[src/rtl/gcd_job_dispatcher.sv]
// gcd_job_dispatcher: queues operand pairs in a small FIFO and runs one GCD
// engine job at a time. Pairs with a zero operand are answered locally
// because the engine never terminates on them. Every launch is guarded by a
// watchdog; a timeout returns an error result and halts the block until reset.
module gcd_job_dispatcher #(
  parameter int WIDTH   = 8,
  parameter int DEPTH   = 4,
  parameter int TIMEOUT = 1023
) (
  input  logic                       clk,
  input  logic                       rst,
  input  logic                       in_valid_i,
  output logic                       in_ready_o,
  input  logic [WIDTH-1:0]           in_a_i,
  input  logic [WIDTH-1:0]           in_b_i,
  output logic                       out_valid_o,
  input  logic                       out_ready_i,
  output logic [WIDTH-1:0]           out_result_o,
  output logic                       out_err_o,
  output logic                       gcd_go_o,
  output logic [WIDTH-1:0]           gcd_a_o,
  output logic [WIDTH-1:0]           gcd_b_o,
  input  logic                       gcd_done_i,
  input  logic [WIDTH-1:0]           gcd_result_i,
  output logic                       fault_o,
  output logic [$clog2(DEPTH+1)-1:0] occupancy_o
);
  localparam int PW = $clog2(DEPTH);
  localparam int CW = $clog2(DEPTH + 1);
  localparam int TW = $clog2(TIMEOUT);
  localparam logic [CW-1:0] FullCount = CW'(DEPTH);
  localparam logic [TW-1:0] LastTick  = TW'(TIMEOUT - 1);

  typedef enum logic [2:0] {
    S_IDLE,
    S_LAUNCH,
    S_WAIT,
    S_RESP,
    S_HALT
  } state_e;

  state_e             state_q;
  logic [2*WIDTH-1:0] fifoMem_q [DEPTH];
  logic [PW-1:0]      wrPtr_q, wrPtr_d;
  logic [PW-1:0]      rdPtr_q, rdPtr_d;
  logic [CW-1:0]      count_q, count_d;
  logic [TW-1:0]      wdCount_q;
  logic               fault_q;
  logic               outValid_q;
  logic               outErr_q;
  logic [WIDTH-1:0]   outResult_q;
  logic               gcdGo_q;
  logic [WIDTH-1:0]   gcdA_q;
  logic [WIDTH-1:0]   gcdB_q;

  logic               pushEn;
  logic               popEn;
  logic [WIDTH-1:0]   headA;
  logic [WIDTH-1:0]   headB;

  // A sticky fault blocks new input so queued work is kept intact for debug.
  assign in_ready_o = (count_q != FullCount) && !fault_q;
  assign pushEn     = in_valid_i && in_ready_o;
  assign popEn      = (state_q == S_IDLE) && (count_q != '0) && !fault_q;
  assign headA      = fifoMem_q[rdPtr_q][2*WIDTH-1:WIDTH];
  assign headB      = fifoMem_q[rdPtr_q][WIDTH-1:0];

  assign out_valid_o  = outValid_q;
  assign out_err_o    = outErr_q;
  assign out_result_o = outResult_q;
  assign gcd_go_o     = gcdGo_q;
  assign gcd_a_o      = gcdA_q;
  assign gcd_b_o      = gcdB_q;
  assign fault_o      = fault_q;
  assign occupancy_o  = count_q;

  // FIFO storage; contents need no reset since count gates every read.
  always_ff @(posedge clk) begin
    if (pushEn) begin
      fifoMem_q[wrPtr_q] <= {in_a_i, in_b_i};
    end
  end

  // Next pointers and count; power-of-two depth lets the pointers wrap freely.
  always_comb begin
    wrPtr_d = wrPtr_q;
    rdPtr_d = rdPtr_q;
    count_d = count_q;
    if (pushEn) begin
      wrPtr_d = wrPtr_q + PW'(1);
    end
    if (popEn) begin
      rdPtr_d = rdPtr_q + PW'(1);
    end
    if (pushEn && !popEn) begin
      count_d = count_q + CW'(1);
    end else if (!pushEn && popEn) begin
      count_d = count_q - CW'(1);
    end
  end

  // FIFO pointer and count registers.
  always_ff @(posedge clk or posedge rst) begin
    if (rst) begin
      wrPtr_q <= '0;
      rdPtr_q <= '0;
      count_q <= '0;
    end else begin
      wrPtr_q <= wrPtr_d;
      rdPtr_q <= rdPtr_d;
      count_q <= count_d;
    end
  end

  // Job sequencer: pop, bypass or launch, wait with watchdog, hand result out.
  always_ff @(posedge clk or posedge rst) begin
    if (rst) begin
      state_q     <= S_IDLE;
      wdCount_q   <= '0;
      fault_q     <= 1'b0;
      outValid_q  <= 1'b0;
      outErr_q    <= 1'b0;
      outResult_q <= '0;
      gcdGo_q     <= 1'b0;
      gcdA_q      <= '0;
      gcdB_q      <= '0;
    end else begin
      case (state_q)
        S_IDLE: begin
          if (popEn) begin
            if (headA == '0 || headB == '0) begin
              outResult_q <= headA | headB;
              outErr_q    <= 1'b0;
              outValid_q  <= 1'b1;
              state_q     <= S_RESP;
            end else begin
              gcdA_q  <= headA;
              gcdB_q  <= headB;
              gcdGo_q <= 1'b1;
              state_q <= S_LAUNCH;
            end
          end
        end
        S_LAUNCH: begin
          gcdGo_q   <= 1'b0;
          wdCount_q <= '0;
          state_q   <= S_WAIT;
        end
        S_WAIT: begin
          wdCount_q <= wdCount_q + TW'(1);
          if (gcd_done_i) begin
            outResult_q <= gcd_result_i;
            outErr_q    <= 1'b0;
            outValid_q  <= 1'b1;
            state_q     <= S_RESP;
          end else if (wdCount_q == LastTick) begin
            outResult_q <= '0;
            outErr_q    <= 1'b1;
            outValid_q  <= 1'b1;
            fault_q     <= 1'b1;
            state_q     <= S_RESP;
          end
        end
        S_RESP: begin
          if (out_ready_i) begin
            outValid_q <= 1'b0;
            state_q    <= fault_q ? S_HALT : S_IDLE;
          end
        end
        S_HALT: begin
          state_q <= S_HALT;
        end
        default: begin
          state_q <= S_IDLE;
        end
      endcase
    end
  end

endmodule

[config.mk]
export PLATFORM = sky130hd
export DESIGN_NAME = gcd_job_dispatcher
export DESIGN_NICKNAME = d
export VERILOG_FILES = /design/src/rtl/gcd_job_dispatcher.sv
export SDC_FILE = /design/constraint.sdc
export NUM_CORES = 1
export LEC_CHECK = 0
export CAP_MARGIN = 5
export CORE_UTILIZATION = 45
export CTS_BUF_LIST = sky130_fd_sc_hd__clkbuf_8
export CTS_CLUSTER_SIZE = 14
export DETAILED_ROUTE_END_ITERATION = 10
export PLACE_DENSITY = 0.7
export SYNTH_ARGS = -nofsm -noshare
export SYNTH_HDL_FRONTEND = slang
export SYNTH_SLANG_ARGS = --single-unit
export TNS_END_PERCENT = 10
[constraint.sdc]
create_clock -name clk -period 2.67 [get_ports clk]
set_input_delay 0.534 -clock clk [delete_from_list [all_inputs] [get_ports clk]]
set_output_delay 0.534 -clock clk [all_outputs]
set_load 0.005 [all_outputs]
# Word level (Yosys, flattened, before mapping)
# Memory sizes are Yosys's and may differ from the RTL's.
# Index checks and enable logic that the tools add are counted.
[op_classes]
add_sub_neg = 5
n_mul = 0
div_mod_pow = 0
magnitude_cmp = 0
eq_ne = 11
shifts = 0
muxes = 30
bitwise_logic = 3
reduce_logical = 25
[ops]
columns = ["cell", "count"]
rows = [
  ["$mux W8", 4],
  ["$mux W3", 7],
  ["$pmux W10 S2", 1],
  ["$logic_not A8 Y1", 2],
  ["$pmux W8 S2", 1],
  ["$pmux W3 S5", 1],
  ["$mux W1", 12],
  ["$reduce_and A3 Y1", 4],
  ["$add A10 B1 Y10 const B", 1],
  ["$eq A10 B10 Y1 const B", 1],
  ["$or A8 B8 Y8", 1],
  ["$reduce_bool A2 Y1", 4],
  ["$eq A3 B2 Y1 const B", 2],
  ["$logic_and A1 B1 Y1", 6],
  ["$ne A2 B2 Y1 const B", 3],
  ["$ne A3 B3 Y1 const B", 2],
  ["$reduce_bool A3 Y1", 2],
  ["$reduce_and A5 Y1", 1],
  ["$add A2 B1 Y2 const B", 2],
  ["$pmux W1 S2", 2],
  ["$reduce_and A4 Y1", 1],
  ["$add A3 B1 Y3 const B", 1],
  ["$eq A3 B1 Y1 const B", 1],
  ["$eq A3 B3 Y1 const B", 1],
  ["other kinds (8)", 11],
]
[totals]
ff_bits = 48
latch_bits = 0
mem_bits_rw = 64
romBits = 0
inputBits = 29
elab_cells = 87
n_memories = 1
[mem_list]
columns = ["memory", "depth", "word_bits", "read_ports", "rd_ports_with_merged_regs", "write_ports", "line", "source"]
rows = [
  ["fifoMem_q", 4, 16, 1, 0, 1, "43", "logic [2*WIDTH-1:0] fifoMem_q [DEPTH];"],
]

# Longest topological paths before layout
# Gate-level depths: netlist of the first run.
[depth]
word_depth = 7
mapped_depth = 9
mapped_depth_nobuf = 9

# Worst setup path before layout of the first run
# No wires, ideal clock.
[synth_timing]
path_kind = "reg2reg"
start = "register rdPtr_q[0]"
end = "register outResult_q[0] (netlist: out_result_o[0])"
t_arrival_ns = 2.412
t_required_ns = 2.545
path_slack_ns = 0.133
stages_incl_launch_ff = 8
path_buffers = 2
period_less_slack_ns = 2.537
cell_sequence = "dfrtp_1 > buf_6 > buf_6 > mux4_1 > nor4_1 > a221oi_1 > nor4_4 > mux2_2"
[synth_between]
elab_chain_cells = 5
elab_cells_between_ends = 10
[synth_lines]
columns = ["item", "line", "source"]
rows = [
  ["start: declaration", "45", "logic [PW-1:0] rdPtr_q, rdPtr_d;"],
  ["start signal: assignment", "110", "rdPtr_q <= rdPtr_d;"],
  ["$mem_v2 Z4 W16 *", "--", ""],
  ["$logic_not A8 Y1 / $or A8 B8 Y8 (equally long branches)", "131, 132", ""],
  ["$logic_or A1 B1 Y1 / $mux W8 (equally long branches)", "131", "if (headA == '0 || headB == '0) begin"],
  ["$ne A2 B1 Y1 (no source line) / $mux W8 (equally long branches)", "--", ""],
  ["$reduce_and A4 Y1 (no source line) / $pmux W8 S2 (equally long branches)", "--", ""],
  ["end signal: assignment", "132", "outResult_q <= headA | headB;"],
  ["end signal: assignment", "152", "outResult_q <= gcd_result_i;"],
  ["end: declaration", "51", "logic [WIDTH-1:0] outResult_q;"],
]
# Every way passes the cells marked *; elsewhere a longest branch is shown, timed or not. The select of a mux whose other input is x is not followed.
# A chain may end at the register's enable or synchronous reset.

# Worst setup path after layout of the first run
[layout_timing]
start = "register rdPtr_q[0]"
end = "register outResult_q[5] (netlist: out_result_o[5])"
# Same word-level chain as after synthesis.

==> key figures, run 1 <==
Run status
  – Status: complete, no violations

Cells and area
  – Fin util: 0.583
  – Final net count: 459
  – Area Overhead vs Synth: 23.5%
  – Post-route cell area: 0.00610 sq mm
  – Share of cells above drive strength 1: 0.211
  – Antenna cells: 0
  – Commonest non-fill, non-tap cell in the layout: edfxtp_1
  – Commonest non-fill, non-tap cells in the layout: 64 x edfxtp_1, 60 x clkdlybuf4s50_1, 47 x dfrtp_1, 25 x nor2_1, 25 x mux2_2

Floorplan
  – Total Die Area: 0.0114 sq mm
  – Core ar.: 0.0105 sq mm
  – Starting Density: 0.472
  – DIE WIDTH: 107 microns
  – Row cnt: 37
  – Die Y: 107 microns
  – Top Ports: 61

Synth
  – Register area share after synthesis: 0.632
  – Synthesized area per cell: 14.3 sq um
  – Yosys warns: 0
  – Yosys top cell area share: 0.389
  – Main synth FF type: edfxtp_1
  – Async S/R FF share, synth: 0.429
  – Syn Inst Count: 345
  – Post-synth cell types: 46
  – Number of flops mapped to enable cells by yosys: 64
  – Cell taking the most area after synthesis: edfxtp_1
  – Cell Area, Synth: 0.00494 sq mm
  – Largest cells by area after synthesis: edfxtp_1 39%, dfrtp_1 24%, mux4_1 6.9%
  – #FFs+latches synth: 112
  – Synthesized Nets: 382

Timing
  – RSZ-0062 raised after global routing: yes
  – Setup violations, final: 0
  – Fmax achieved: 379 MHz
  – Max-slew violation count: 0
  – Min cycle time layout: 2.64 ns
  – Final period utilization: 0.988
  – Final hold vios: 0
  – Slew @ Worst Pin: 0.686 ns
  – Slew margin rel.: 0.542
  – Worst-case clock skew: 0.0179 ns

Placed design
  – Post-DP HPWL: 7070 microns
  – Placed cell area: 0.00582 sq mm
  – IO buf count: 60
  – RePlAce Congestion: 0.788

Flow run
  – Maxcap violations: 0

Worst setup path
  – Kind of critical path: reg2reg
  – Setup crit start kind: flip-flop
  – Critical R2R Launch: rdPtr_q[0]
  – Critical Path RT: 2.94 ns
  – Critical path arrival: 2.91 ns
  – Worst-path maximum fanout: 10
  – Critical Path End Type: flip-flop
  – Worst setup startpoint: rdPtr_q[0]

Power
  – Leak: 2.26 nW
  – Power density over cell area: 1080 mW/mm^2
  – Peak supply drop: 450 uV

Routing
  – Final ANT Viol Nets: 0
  – Vias per cell: 5.60
  – Vias: 3151
  – Wire per inst: 18.4 microns
  – First-pass detailed-route iteration total: 4
  – Iter 0 DRT Violations: 212
  – Drt drc: 0
  – Final wirelength: 10400 microns

Worst hold path
  – Min-delay src: wdCount_q[8]
  – Hold Crit Class: reg2reg

Global routing
  – Largest net degree at the start of global routing: 34
  – Total GRT Usage: 0.188
  – Vias in the first global route: 3076
  – Initial antenna violation count: 0
  – GR Overflow Total: 0
  – First-pass GRT wire length: 15800 microns

Clock network
  – Clock Latency Late Sink: 0.39 ns
  – Root Driver: clkbuf_8
  – CTS Buf Count: 9
  – CTS tree: yes
  – Hold Buf Count CTS: 0
  – Max Root-Sink Buffers: 2
  – Total clock sinks: 112
  – H-tree depth: 3
  – Clk slew on worst S/H paths: 0.12 ns
[flip-flops by register name, indices dropped and copies added, names as in the netlist]
name and count:
wdCount_q 10, fifoMem_q 64, out_err_o 1, occupancy_o 3
state_q 3, wrPtr_q 2, out_valid_o 1, fault_o 1
gcd_a_o 8, gcd_go_o 1, gcd_b_o 8, out_result_o 8
rdPtr_q 2
[what timing repair did]
item / 4_1_cts / 5_1_grt
pin swaps: 0 / 2
gates cloned: 0 / 2
gates resized for setup: 3 / 16
hold endpoints to repair: 0 / 0
setup buffers: 0 / 2
endpoints found under the setup margin: 13 / 23
[kinds of logic (layout without fill, tap and decap cells)]
| kind of cell | count (synthesis) | after routing | share of synthesized area |
|---|---|---|---|
| and+or+nand+nor | 92 | 92 | 0.0945 |
| DFF | 112 | 112 | 0.632 |
| adders and majority gates | 8 | 8 | 0.0218 |
| AOI/OAI and AO/OA | 58 | 58 | 0.0714 |
| xor gates and xnor gates | 6 | 6 | 0.0106 |
| muxes | 44 | 44 | 0.146 |
| buffers and inverters | 25 | 107 | 0.0236 |
[worst max-delay path: stages (launching register included)]
cell       delay (ns)
dfrtp_2          0.46
clkbuf_16        0.19
mux4_2           0.57
nor4_4           0.37
a221oi_2         0.14
nor4_4           0.29
buf_12           0.17
mux2_2           0.33
[power breakdown]
| part | switching [mW] | internal (mW) | leakage (nW) |
|---|---|---|---|
| clock | 0.640 | 0.377 | 0.104 |
| sequential | 0.359 | 2.36 | 1.18 |
| combinational | 1.32 | 1.56 | 0.982 |
| total | 2.32 | 4.30 | 2.26 |
[layout make-up]
type	instances	area (sq um)
fillers	825	4360
flip-flops and latches	112	3120
multi-input cells	208	1710
repair buffers	84	866
well taps	136	170
clock buffers	9	124
clock inverters	7	81.3
inverters	7	26.3
[synth_stat cells (3+ instances only)]
cell type	n
a211oi_1	8
a21oi_1	19
and3_1	5
buf_2	3
clkbuf_1	11
dfrtp_1	48
edfxtp_1	64
ha_1	7
inv_1	7
mux2_2	25
mux2i_1	3
mux4_1	13
mux4_2	3
nand2_1	12
nand3_1	14
nor2_1	25
nor3_1	19
nor4_1	4
o21ai_0	17
xnor2_1	4
[path summary, 6_finish.rpt]
check | depth (start not counted) | slack [ns] | end
min in group asynchronous | 2 | 0.53 | gcd_b_o[4]
min reg2reg | 1 | 0.48 | wdCount_q[8]
max reg2reg | 7 | 0.03 | out_result_o[5]
max | 7 | 0.03 | out_result_o[5]
min | 1 | 0.48 | wdCount_q[8]
max in group asynchronous | 3 | 1.51 | rdPtr_q[0]
[layer usage]
| metal | vias up | wire length [microns] | part of all wire | track usage |
|---|---|---|---|---|
| li1 | 1473 | - | - | - |
| met1 | 1574 | 4760 | 0.46 | 0.253 |
| met2 | 97 | 4960 | 0.48 | 0.300 |
| met3 | 7 | 546 | 0.053 | 0.0486 |
| met4 | 0 | 118 | 0.011 | 0.0568 |
| met5 | - | 0 | 0 | 0 |
[stage by stage]
stage,hold WS [ns],cells,setup slack (ns),power [mW],setup TNS (ns)
floorplan,0.445,345,0.133,4.21,0
global placement,0.463,543,0.0220,5.30,0
detailed placement,0.464,543,-0.00680,5.38,-0.0220
CTS,0.488,559,0.0191,6.41,0
global route,0.511,563,-0.0639,7.01,-0.431
finish,0.482,563,0.0329,6.61,0
Note: power is estimated with default switching activity, not from simulation.
==> run 2: changes to the inputs <==
--- a/config.mk
+++ b/config.mk
@@ -10,6 +10,7 @@
 export CTS_BUF_LIST = sky130_fd_sc_hd__clkbuf_8
 export CTS_CLUSTER_SIZE = 14
 export DETAILED_ROUTE_END_ITERATION = 10
+export MAX_ROUTING_LAYER = met4
 export PLACE_DENSITY = 0.7
 export SYNTH_ARGS = -nofsm -noshare
 export SYNTH_HDL_FRONTEND = slang
==> key figures, run 2 (same netlist as run 1, synthesis figures left out) <==
Timing
  – Final hold slack: 0.485 ns
  – Slew @ Worst Pin: 0.689 ns
  – Worst-case clock skew: 0.0182 ns
  – Setup violations, final: 0
  – Slew margin rel.: 0.541
  – Final period utilization: 0.986
  – Fmax achieved: 380 MHz
  – Max-slew violation count: 0
  – Final hold vios: 0
  – RSZ-0062 raised after global routing: yes
  – Min cycle time layout: 2.63 ns

Floorplan
  – Row cnt: 37
  – Starting Density: 0.472
  – Top Ports: 61
  – Total Die Area: 0.0114 sq mm
  – DIE WIDTH: 107 microns
  – Core ar.: 0.0105 sq mm
  – Die Y: 107 microns

Power
  – Leak: 2.26 nW
  – Power density over cell area: 1090 mW/mm^2
  – Peak supply drop: 451 uV
  – Pwr Total: 6.62 mW

Worst hold path
  – Min-delay src: wdCount_q[8]
  – Hold Crit Class: reg2reg

Run status
  – Status: complete, no violations

Cells and area
  – Commonest non-fill, non-tap cells in the layout: 64 x edfxtp_1, 60 x clkdlybuf4s50_1, 47 x dfrtp_1, 25 x nor2_1, 25 x mux2_2
  – Post-route cell area: 0.00610 sq mm
  – Final net count: 459
  – Commonest non-fill, non-tap cell in the layout: edfxtp_1
  – Antenna cells: 0
  – Fin util: 0.583
  – Non-Filler Instances: 563
  – Area Overhead vs Synth: 23.5%
  – Registers with the most flip-flops: fifoMem_q: 64 flops, wdCount_q: 10 flops
  – Share of cells above drive strength 1: 0.211
  – Largest Register: fifoMem_q
  – Max reg flops: 64

Placed design
  – Placed cell area: 0.00582 sq mm
  – IO buf count: 60
  – Post-DP HPWL: 7070 microns
  – RePlAce Congestion: 0.799
  – Placed Cells: 543

Routing
  – Vias per cell: 5.62
  – Wire per inst: 18.4 microns
  – Drt drc: 0
  – Final ANT Viol Nets: 0
  – Iter 0 DRT Violations: 238
  – Final wirelength: 10400 microns
  – Vias: 3165
  – First-pass detailed-route iteration total: 4

Clock network
  – Clk slew on worst S/H paths: 0.12 ns
  – Total clock sinks: 112
  – Hold Buf Count CTS: 0
  – CTS tree: yes
  – CTS Buf Count: 9
  – H-tree depth: 3
  – Root Driver: clkbuf_8
  – Max Root-Sink Buffers: 2
  – Clock Latency Late Sink: 0.39 ns

Worst setup path
  – Family with the most delay on the worst path: multiplexers
  – Worst-path maximum fanout: 10
  – Critical Path RT: 2.94 ns
  – Critical R2R Launch: rdPtr_q[0]
  – R2R depth: 7
  – Critical Path End Type: flip-flop
  – Worst path cell trace: clkbuf_16 -> mux4_2 -> nor4_4 -> a221oi_2 -> nor4_4 -> buf_12 -> mux2_2
  – Worst setup startpoint: rdPtr_q[0]
  – Slowest CP cell: mux4_2
  – Critical path depth: 7
  – Critical R2R Capture: out_result_o[5]
  – Critical Path End: out_result_o[5]
  – CP dominant cell by count: nor4_4
  – Largest stage delay on the critical path: 0.57 ns
  – Setup crit start kind: flip-flop
  – Kind of critical path: reg2reg
  – R2R Setup Slk: 0.04 ns
  – Critical path arrival: 2.91 ns
  – Number of buffers and inverters on the critical path: 2

Global routing
  – GR Overflow Total: 0
  – Total GRT Usage: 0.193
  – Vias in the first global route: 3075
  – Initial antenna violation count: 0
  – Largest net degree at the start of global routing: 34
  – First-pass GRT wire length: 15800 microns

Flow run
  – Maxcap violations: 0
run 2: per-stage QoR:
step	TNS, ns	setup slack, ns
after floorplan	0	0.133
after global placement	0	0.0220
after detailed placement	-0.0220	-0.00680
after CTS	0	0.0191
after global routing	-0.392	-0.0590
final	0	0.0370
run 2: how the worst min path moves through the flow:
stage / endpoint / slack, ns / cells past startpoint
finish: wdCount_q[8] / 0.49 / 1
global route: wdCount_q[8] / 0.51 / 1
CTS: wdCount_q[8] / 0.49 / 1
detailed placement: wdCount_q[8] / 0.46 / 1
global placement: wdCount_q[8] / 0.46 / 1
floorplan: wdCount_q[8] / 0.44 / 1
run 2: final cells by class:
type	instances	area [sq um]
Fill cell	825	4360
Tap cell	136	170
Inverter	7	26.3
Multi-Input combinational cell	208	1710
Clock buffer	9	124
Clock inverter	7	81.3
Sequential cell	112	3120
Timing Repair Buffer	84	866
run 2: repair_timing:
| action | CTS | global route |
|---|---|---|
| gates resized for setup | 3 | 16 |
| pin swaps | 0 | 2 |
| endpoints found under the hold margin | 0 | 0 |
| cloned | 0 | 2 |
| setup endpoints to repair | 13 | 23 |
| buffers inserted | 0 | 2 |
run 2: power by group:
group	internal (mW)	switching (mW)	total (mW)
Clock	0.377	0.641	1.02
Combinational	1.56	1.32	2.88
Sequential	2.36	0.360	2.72
run 2: metal layers:
metal / track usage / wire, microns / vias up
li1: - / - / 1470
met1: 0.255 / 4740 / 1581
met2: 0.300 / 4910 / 101
met3: 0.0426 / 574 / 13
met4: 0.0568 / 146 / 0
met5: - / 0 / -
